### config.mk
export PLATFORM = sky130hd
export DESIGN_NAME = stepdown_loop_sequencer
export DESIGN_NICKNAME = d
export VERILOG_FILES = /design/src/rtl/stepdown_loop_sequencer.sv
export SDC_FILE = /design/constraint.sdc
export NUM_CORES = 1
export LEC_CHECK = 0
export CAP_MARGIN = 10
export CORE_MARGIN = 2
export CORE_UTILIZATION = 40
export DETAILED_ROUTE_END_ITERATION = 16
export PLACE_DENSITY = 0.57
export SYNTH_ARGS = -nofsm -noshare
export SYNTH_HDL_FRONTEND = slang
export SYNTH_SLANG_ARGS = --single-unit
### constraint.sdc
create_clock -name clk -period 3.54 [get_ports clk]
set_input_delay 0.531 -clock clk [delete_from_list [all_inputs] [get_ports clk]]
set_output_delay 0.531 -clock clk [all_outputs]
set_load 0.02 [all_outputs]
### src/rtl/stepdown_loop_sequencer.sv
// Purpose: step-down loop sequencer; soft-start duty ramp, regulation, ocp blanking, hiccup retry, latch-off.
// Latency: every output is a flop, updated one clock after the en/ocp sample that causes it.
// Backpressure: none; en and ocp are level inputs sampled every clock, no handshake.
module stepdown_loop_sequencer #(
   parameter int SS_W      = 6,
   parameter int BLANK_CYC = 4,
   parameter int RETRY_CYC = 1024,
   parameter int FAULT_MAX = 3
) (
   input  logic            clk,
   input  logic            rst_n,
   input  logic            en,
   input  logic            ocp,
   output logic            tstate,
   output logic [SS_W-1:0] ss_level,
   output logic [2:0]      state,
   output logic            fault_latched,
   output logic [1:0]      fault_cnt
);

   typedef enum logic [2:0] {
      IDLE      = 3'd0,
      SOFTSTART = 3'd1,
      REGULATE  = 3'd2,
      FAULT     = 3'd3,
      LATCH     = 3'd4
   } state_t;

   localparam int BW = $clog2(BLANK_CYC + 1);
   localparam int RW = $clog2(RETRY_CYC + 1);

   localparam logic [BW-1:0] BLANK_LOAD = BW'(BLANK_CYC);
   localparam logic [RW-1:0] RETRY_LOAD = RW'(RETRY_CYC - 1);
   localparam logic [RW-1:0] RETRY_DONE = RW'(RETRY_CYC);
   localparam logic [1:0]    FCNT_MAX   = 2'(FAULT_MAX);

   state_t          st;
   logic [SS_W-1:0] phase;
   logic [BW-1:0]   blank_tmr;
   logic [RW-1:0]   retry_tmr;
   logic            ocp_hit;
   logic            tstate_nxt;

   assign state = st;

   // ocp counts only while the loop is switching and the blanking window has expired
   assign ocp_hit = ocp && (blank_tmr == '0) && ((st == SOFTSTART) || (st == REGULATE));

   // next tstate: phase-compare ramp in soft-start, full enable in regulation, off otherwise
   always_comb begin
      tstate_nxt = 1'b0;
      if (en && !ocp_hit) begin
         case (st)
            SOFTSTART: tstate_nxt = (phase < ss_level);
            REGULATE:  tstate_nxt = 1'b1;
            default:   tstate_nxt = 1'b0;
         endcase
      end
   end

   // free-running phase counter for the soft-start duty compare
   always_ff @(posedge clk or negedge rst_n) begin
      if (!rst_n) begin
         phase <= '0;
      end else begin
         phase <= phase + 1'b1;
      end
   end

   // blanking window: restarted on every tstate rising edge, then counts down to zero
   always_ff @(posedge clk or negedge rst_n) begin
      if (!rst_n) begin
         blank_tmr <= '0;
      end else if (!en) begin
         blank_tmr <= '0;
      end else if (!tstate && tstate_nxt) begin
         blank_tmr <= BLANK_LOAD;
      end else if (blank_tmr != '0) begin
         blank_tmr <= blank_tmr - 1'b1;
      end
   end

   // sequencer FSM; retry_tmr is the hiccup off-timer in FAULT and the fault-clear timer in REGULATE
   always_ff @(posedge clk or negedge rst_n) begin
      if (!rst_n) begin
         st            <= IDLE;
         tstate        <= 1'b0;
         ss_level      <= '0;
         fault_latched <= 1'b0;
         fault_cnt     <= 2'd0;
         retry_tmr     <= '0;
      end else begin
         tstate <= tstate_nxt;
         if (!en) begin
            st            <= IDLE;
            ss_level      <= '0;
            fault_latched <= 1'b0;
            fault_cnt     <= 2'd0;
            retry_tmr     <= '0;
         end else if (ocp_hit) begin
            st        <= FAULT;
            retry_tmr <= RETRY_LOAD;
            if (fault_cnt != FCNT_MAX) begin
               fault_cnt <= fault_cnt + 1'b1;
            end
         end else begin
            case (st)
               IDLE: begin
                  st       <= SOFTSTART;
                  ss_level <= '0;
               end
               SOFTSTART: begin
                  if (&phase) begin
                     if (&ss_level) begin
                        st <= REGULATE;
                     end else begin
                        ss_level <= ss_level + 1'b1;
                     end
                  end
               end
               REGULATE: begin
                  // a long enough clean run forgives earlier faults; timer parks at the limit
                  if (!ocp && (retry_tmr != RETRY_DONE)) begin
                     retry_tmr <= retry_tmr + 1'b1;
                     if (retry_tmr == RETRY_LOAD) begin
                        fault_cnt <= 2'd0;
                     end
                  end
               end
               FAULT: begin
                  if (retry_tmr == '0) begin
                     if (fault_cnt == FCNT_MAX) begin
                        st            <= LATCH;
                        fault_latched <= 1'b1;
                     end else begin
                        st       <= SOFTSTART;
                        ss_level <= '0;
                     end
                  end else begin
                     retry_tmr <= retry_tmr - 1'b1;
                  end
               end
               LATCH: begin
                  fault_latched <= 1'b1;
               end
               default: begin
                  st <= IDLE;
               end
            endcase
         end
      end
   end

endmodule

==> results.md, run 1 <==
Run status:
- The flow ran to the end, and the final reports show no timing, DRC or antenna violations.

Clock tree:
- The post-CTS repair timing setup buffer count is 0.
- After clock tree synthesis, the repair step resized 0 gates.
- The CTS sink count is 33.
- The CTS tree is yes.
- No sink is reached through more buffers than the 2 on the longest clock path.
- Buffers inserted to repair hold after CTS numbered 0.
- The clock latency on the worst-skew pair is 0.28 ns.
- The H-tree was split into 2 levels.
- The clock-pin slew on the worst setup and hold paths is 0.07 ns.
- The number of buffers created by CTS is 5.
- The clock root buffer is clkbuf_8.

Critical path:
- Counting buffers and inverters, the worst setup path is 9 cells deep.
- The critical path starts at state[2].
- The kind of cell with the highest combined delay on the critical path is simple AND/OR/NAND/NOR gates.
- The biggest fanout along the worst timing path is 14.
- For this design, the slowest cell found on the critical path is dfrtp_1.
- The cell count of the worst reg-to-reg path is 9.
- The biggest cell delay along the critical path is 0.51 ns.
- In this run the critical register-to-register path is captured at retry_tmr[10].
- For flop-to-flop paths, the worst setup slack is 0.88 ns.
- Walking the worst path, the cells encountered are nand3b_1 > xnor2_1 > ha_1 > nand3_1 > nor2_1 > a32oi_1 > nor4_1 > xnor2_1 > nor2_1.
- Together, buffers and inverters on the worst path number 0.
- The kind of capture point of the worst setup path is a flip-flop.
- For the worst setup path, the data arrival time is between 2 and 3 ns.
- The setup path with the least slack is of type flip-flop to flip-flop.
- The startpoint identified for the worst register-to-register timing path is state[2].
- The sort of element at the start of the critical path is a flip-flop.
- Data on the critical path is required at its endpoint by 3.72 ns.
- The most critical setup path has its endpoint at retry_tmr[10].

Hold path:
- The worst hold path belongs to the class flip-flop to flip-flop.

Final layout:
- Counting the fill cells in the layout gives approximately 520.
- In the final design database the tool counted 272 nets.
- The library cells used most frequently in the layout, excluding fill and tap cells, are dfrtp_1 (33), a21oi_1 (23), nor2_1 (19), nor3_1 (18), clkdlybuf4s50_1 (16).
- The total non-filler cell area in the finished layout is 2430 um2.
- The repair_antennas step left the layout with diodes totalling 0.
- Leaving out fill and tap cells, the most frequent cell in the layout is dfrtp_1.
- At the end of the flow the core is filled with cells to 0.473.
- The area growth from synthesis to layout is 13.5%.
- The share of post-route cells with drive strength above 1 is 0.0700.

Floorplanning:
- The die is 77.2 um tall.
- The placement row count is 26.
- The boundary pin count is 17.
- The die is 77.2 um wide.
- The total core area is between 5000 and 6000 um2.
- The full die area is about 6000 um2.
- For this configuration, the core starts out at a cell density of 0.417.

Yosys:
- The async set or reset register ratio after synthesis is 1.00.
- The cell area after synthesis is 2140 um2.
- The synthesized area per cell is around 8.8 um2.
- By area the synthesized netlist is led by dfrtp_1 (39%), ha_1 (6.4%), a21oi_1 (5.4%), xnor2_1 (5.3%), nor3_1 (4.2%).
- The number of nets handed over by synthesis was 260.
- The netlist uses 46 different library cells.
- In the synthesized netlist the dominant register cell turns out to be dfrtp_1.
- Of the post-synthesis cell area, the dominant cell type holds 0.385.
- During synthesis, Yosys emitted a total of 0 warnings.
- Yosys mapped a number of flops with a built-in enable equal to 0.
- The post-synthesis instance total is 245.
- The share of the Yosys chip area taken by registers is 0.385.
- The biggest area contributor in the post-synthesis netlist is dfrtp_1.
- The register bit total from synthesis is 33.

Timing:
- The post-layout minimum cycle time is about 2.7 ns.
- After routing, the total negative slack on setup checks comes to 0 ns.
- At the pin with the least slew margin, the transition time is 0.802 ns.
- The setup slack of the critical path after layout is just under 0.9 ns.
- Setup violations remaining at the end of the flow were counted as 0.
- The number of slew-limit violations in the final report is 0.
- The setup clock skew after layout is 0.00705 ns.
- Dividing the final minimum period by the clock period gives 0.750.
- Setup repair after global routing left no endpoint under its margin.
- The final-layout worst hold slack is 0.508 ns.
- The final number of hold-violating endpoints is 0.
- The maximum operating frequency is between 300 and 400 MHz.
- Headroom to the max-slew limit came out at 0.465.

Drt:
- The final layout contains routed wiring with a total length of about 4.7 mm.
- For this block, the initial DRC count from the detailed router was 314.
- The first TritonRoute pass finished after 4 iterations.
- Across all layers, the routed design uses roughly 1.8k vias.
- The routed wire length per instance is 14.4 um.
- The vias per cell is 5.57.
- The number of nets still failing antenna checks after routing is 0.
- The DRC violation count after routing is 0.

Global routing:
- The first global-routing pass estimated 8.38 mm of wire.
- The via count of the first global-routing pass is 1745.
- The number of antenna violations at the first check in global routing is 0.
- For this run, the total global-route usage over all layers was measured as 0.175.
- Entering global routing, the biggest net connects 34 pins.
- For this run the aggregate overflow at the end of global routing stands at 0.

Place:
- The post-placement cell area is ~2300 um2.
- The count of buffers added on input and output ports is 16.
- Detailed placement finished with a half-perimeter wire length of between 3 and 4 mm.
- At the placement stage, the worst setup path has a slack of 0.876 ns.
- The routability congestion estimate is 0.897.

Power and ir drop:
- The analysis attributes to net switching a power of about 650 uW.
- The power density relative to cell area is 614 nW/um2.
- The standby leakage power is roughly 1.0 nW.
- The share of total power dissipated in sequential elements is 0.378.
- The worst IR drop on VDD is 0.000290 V.
- The relative contribution of combinational cells to total power is 0.426.
- The switching part of the total is 0.432.
- The internal power of the cells is between 800 and 900 uW.
- Of the total power, the clock network draws 0.196.

Run:
- The number of maximum-capacitance violations is 0.
[sequential cells by signal, indices dropped and copies added (netlist names)]
name and cells:
retry_tmr 11, blank_tmr 3, ss_level 6, fault_cnt 2, phase 6, tstate 1
fault_latched 1, state 3
[routing by layer]
metal | global-route usage | part of all wire
met5 | 0 | 0
met4 | 0.0768 | 0.018
met3 | 0.0471 | 0.039
met2 | 0.260 | 0.46
met1 | 0.239 | 0.48
[cells by family (layout without fill, tap and decap cells)]
group           count (synthesis)  count (layout)  synth area share
simple gates                  101             101             0.261
buf+inv                        27              39            0.0554
compound gates                 55              55             0.160
flops                          33              33             0.385
mux                             1               1           0.00467
xor+xnor                       17              17            0.0694
fa+ha+maj                      11              11            0.0642
[per-stage QoR]
stage	power, mW	instances
floorplan	1.05	245
global route	1.63	327
detailed placement	1.20	320
finish	1.49	327
CTS	1.50	327
global placement	1.21	320
[worst reg2reg max path, stage by stage, from the launching register on]
cell and delay [ns]:
dfrtp_1 0.51, nand3b_1 0.42, xnor2_1 0.26, ha_1 0.32, nand3_1 0.14, nor2_1 0.20, a32oi_1 0.14, nor4_1 0.34
xnor2_1 0.16, nor2_1 0.05
[worst min-delay path by stage]
stage / startpoint / to / cells after the start
floorplan: rst_n / blank_tmr[0] / 0
global placement: phase[0] / phase[0] / 1
detailed placement: phase[0] / phase[0] / 1
CTS: phase[0] / phase[0] / 1
global route: phase[0] / phase[0] / 1
finish: phase[0] / phase[0] / 1
[synthesized netlist by cell type, types with 2 or more instances]
cell / n
nor3_1: 18
o21ai_1: 7
dfrtp_1: 33
or2_2: 2
nand4_1: 5
ha_1: 11
buf_2: 6
xnor2_1: 13
nor4_1: 6
o21ai_0: 3
a21oi_1: 23
xor2_1: 4
and3_1: 5
a211oi_1: 3
a31oi_1: 3
nand3_1: 9
inv_1: 12
or4_1: 2
nand2b_1: 3
nor3b_1: 4
a21o_1: 4
nand2_1: 13
o31a_1: 2
nand3b_1: 2
nor2b_1: 3
clkbuf_1: 7
nor3_2: 4
nor2_1: 19
o31ai_1: 2
[cell type report]
cell class	instances	area [um2]	share of cell area
multi-input cells	185	1200	0.493
flip-flops and latches	33	826	0.339
repair buffers	19	183	0.0751
well taps	70	87.6	0.0360
clock buffers	7	86.3	0.0355
inverters	13	51.3	0.0211
[power groups by stage]
stage               combinational (mW)  sequential [mW]  clock, mW
floorplan                        0.543            0.507          0
global placement                 0.638            0.570          0
detailed placement               0.627            0.569          0
CTS                              0.635            0.562      0.306
global route                     0.724            0.579      0.326
finish                           0.636            0.565      0.292
Note: power is estimated with default switching activity, not from simulation.
==> run 2: changes to the inputs <==
==> constraint.sdc (replaced) <==
create_clock -name clk -period 2.5 [get_ports clk]
set_input_delay 0.375 -clock clk [delete_from_list [all_inputs] [get_ports clk]]
set_output_delay 0.375 -clock clk [all_outputs]
set_load 0.02 [all_outputs]
==> run 2 against run 1 <==
Effect of this change:
- final cell count grew 2.4%
- critical path depth is the same
- flip-flop and latch count is the same
- clock skew grew 0.0018 ns
- power grew 43%
- final area grew 2.2%
- core utilization grew 1.0 points
- sequential share of layout area shrank 0.72 points
- via count shrank 1.4%
- die area is the same
- global-route usage shrank 0.56 points
- worst hold slack lost 0.014 ns
==> results.md, run 2 (same netlist as run 1, synthesis figures left out) <==
Clock tree:
- The post-CTS repair timing setup buffer count was 0 (unchanged).
- The number of hold buffers added after cts came to 0 (unchanged).
- The number of buffers on the longest clock path is 2 (unchanged).
- The clock latency on the worst-skew pair is 0.28 ns (about the same).
- The CTS sink count is 33 (unchanged).
- The number of H-tree levels is 2 (unchanged).
- The number of buffers created by CTS is 5 (unchanged).
- The clock root buffer is clkbuf_8.
- The number of instances resized during post-cts repair is 0 (unchanged).
- The CTS tree is yes.
- The clock-pin slew on the worst setup and hold paths was 0.07 ns (about the same).

Critical path:
- The sort of element at the start of the critical path is a flip-flop.
- The worst register-to-register path begins at state[1].
- The biggest fanout along the worst timing path came to 7 (-7).
- The biggest cell delay along the critical path is 0.46 ns (-0.05 ns).
- The path type of the worst setup path is flip-flop to flip-flop.
- The signal on the critical path passes through nand3b_1 > xnor2_1 > ha_1 > nand3_1 > nor2_1 > a32oi_1 > nor4_1 > xnor2_1 > nor2_1.
- The required time at the worst-slack endpoint came to 2.67 ns (-1.05 ns).
- STA classifies the critical path endpoint as a flip-flop.
- The cell count of the worst reg-to-reg path is 9 (unchanged).
- The slack of the worst reg-to-reg path was 0.28 ns (-0.60 ns).
- On the critical path, the stage with the largest delay is an instance of dfrtp_1.
- The worst register-to-register path ends at retry_tmr[10].
- The data arrival at the endpoint of the critical path is 2.38 ns (-0.45 ns).

Final layout:
- The total non-filler cell area in the finished layout was 2490 um2 (+2.2%).
- The share of post-route cells with drive strength above 1 is 0.102 (+0.0318).
- Leaving out fill and tap cells, the most frequent cells in the layout are dfrtp_1 (33), a21oi_1 (23), nor2_1 (19), nor3_1 (18), clkdlybuf4s50_1 (16).
- The number of antenna repair diodes is 0 (unchanged).
- The final net count is 279 (+2.6%).
- The flip-flop count of the largest register, all copies and words added is 11 (unchanged).
- The area growth from synthesis to layout is 15.9%.
- The number of filler cells placed in the layout was 520 (-0.38%).
- Counting flops per register, the top entry is retry_tmr.
- The largest registers in the layout are retry_tmr x11, phase x6, ss_level x6.
- The most frequent standard cell in the layout excluding fill and tap cells is dfrtp_1.
- The number of standard cells in the layout, taps in and fillers out was 335 (+2.4%).

Timing:
- The maximum operating frequency is 451 MHz (+20%).
- The setup clock skew after layout is 0.00886 ns (+0.00181 ns).
- The setup slack of the critical path after layout is 0.284 ns (-0.600 ns).
- The slew of the pin with the lowest slew margin is 0.847 ns (+0.0447 ns).
- Setup repair after global routing left no endpoint under its margin.
- The remaining max-slew budget at the tightest pin is 0.436 (-0.0298).
- The part of the cycle the worst path needs was 0.886 (+0.136).
- The number of failing setup endpoints in the final timing report is 0 (unchanged).
- The aggregate negative setup slack came to 0 ns (unchanged).
- The final number of hold-violating endpoints came to 0 (unchanged).
- The post-layout minimum cycle time was 2.22 ns (-0.440 ns).
- The number of slew-limit violations in the final report is 0 (unchanged).

Drt:
- The vias per cell is 5.36 (-3.7%).
- The first-pass iteration count of the detailed router is 4 (unchanged).
- The routed wire length per instance is 14.1 um (-2.0%).
- The post-detailed-routing wire length was 4.72 mm (+0.45%).
- The violation count after the first detailed-route iteration is 99 (-68%).
- The count of vias placed by the detailed router was 1795 (-1.4%).
- The number of nets still failing antenna checks after routing is 0 (unchanged).
- The DRC violation count after routing was 0 (unchanged).

Place:
- The number of buffers added on ports is 16 (unchanged).
- The routability congestion estimate came to 0.873 (-2.6%).
- The placed wire-length estimate is 3.44 mm (+4.5%).
- The cell count after placement was 327 (+2.2%).
- The post-placement setup slack is 0.243 ns (-0.633 ns).
- The post-placement cell area came to 2400 um2 (+2.2%).

Power and ir drop:
- The share of total power in the clock network is 0.182 (-0.014).
- The switching part of the total is 0.435 (+0.00301).
- The worst IR drop on VDD is 0.000324 V (+12%).
- The standby leakage power is 1.04 nW (+3.4%).
- The power density relative to cell area is 858 nW/um2 (+40%).
- The net switching power of the design is 929 uW (+44%).
- The sequential group share of total power was 0.361 (-0.017).
- The internal power of the cells is 1.21 mW (+42%).
- The power after layout was 2.13 mW (+43%).
- The relative contribution of combinational cells to total power came to 0.456 (+0.030).

Floorplanning:
- The full die area is 5960 um2 (unchanged).
- The boundary pin count came to 17 (unchanged).
- The total core area was 5140 um2 (unchanged).
- The placement row count is 26 (unchanged).
- The overall die width was 77.2 um (unchanged).
- The vertical die dimension is 77.2 um (unchanged).
- The initial cell density of the core is 0.417 (unchanged).

Global routing:
- The via count of the first global-routing pass is 1689 (-3.2%).
- The wire length of the first global-routing pass is 8.18 mm (-2.5%).
- The maximum number of pins on one net before global-route repair is 34 (unchanged).
- The number of antenna violations at the first check in global routing is 0 (unchanged).
- The total global routing track utilization is 0.170 (-0.00562).
- The remaining global-route overflow came to 0 (unchanged).

Run status:
- The flow ran to the end, and the final reports show no timing, DRC or antenna violations.

Run:
- The number of maximum-capacitance violations is 0 (unchanged).

Hold path:
- The path class of the tightest hold or removal check is primary input to asynchronous set/reset pin.
## run 2: cell count changes in the layout (fill, tap and decap cells not counted)
cell	before	now
buf_4	3	10
clkbuf_1	1	0
clkbuf_8	6	5
clkinv_2	0	2
clkinvlp_4	0	1
## run 2: routing by layer
metal | vias up | GRT usage | share of wire
met5 | - | 0 | 0
met4 | 0 | 0.0518 | 0.011
met2 | 26 | 0.258 | 0.46
met1 | 848 | 0.242 | 0.50
li1 | 916 | - | -
met3 | 5 | 0.0341 | 0.028
## run 2: how the worst max path moves through the flow
stage,start,endpoint,slack (ns),cells after the start
floorplan,state[2],retry_tmr[10],0.13,10
detailed placement,ocp,retry_tmr[4],0.24,6
global route,state[1],retry_tmr[10],0.03,9
global placement,ocp,retry_tmr[4],0.29,6
CTS,retry_tmr[9],retry_tmr[4],0.29,6
finish,state[1],retry_tmr[10],0.28,9
## run 2: power by group through the flow
stage / clock (mW) / sequential, mW / combinational [mW]
floorplan: 0 / 0.718 / 0.769
global placement: 0 / 0.779 / 0.967
detailed placement: 0 / 0.777 / 0.968
CTS: 0.405 / 0.768 / 0.975
global route: 0.427 / 0.791 / 1.09
finish: 0.389 / 0.771 / 0.974
## run 2: worst max-delay path: cells and delay by family, from the launching register on
| kind | cells | cell delay, ns |
|---|---|---|
| flip-flops | 1 | 0.46 |
| AO/OA/AOI/OAI | 1 | 0.14 |
| AND/OR/NAND/NOR | 5 | 0.86 |
| XOR/XNOR | 2 | 0.33 |
| adder cells (fa/ha/maj) | 1 | 0.31 |
## run 2: layout make-up
class / count / area (um2) / share of cell area
clock buffers: 5 / 68.8 / 0.0277
clock inverters: 3 / 17.5 / 0.00705
inverters: 13 / 51.3 / 0.0206
multi-input cells: 185 / 1200 / 0.483
flip-flops and latches: 33 / 826 / 0.332
well taps: 70 / 87.6 / 0.0352
repair buffers: 26 / 235 / 0.0946
## run 2: through the flow
| stage | util | hold WS, ns |
|---|---|---|
| global route | 0.484 | 0.521 |
| CTS | 0.484 | 0.498 |
| floorplan | - | 0.0794 |
| finish | 0.484 | 0.494 |
| detailed placement | 0.467 | 0.483 |
| global placement | 0.467 | 0.488 |
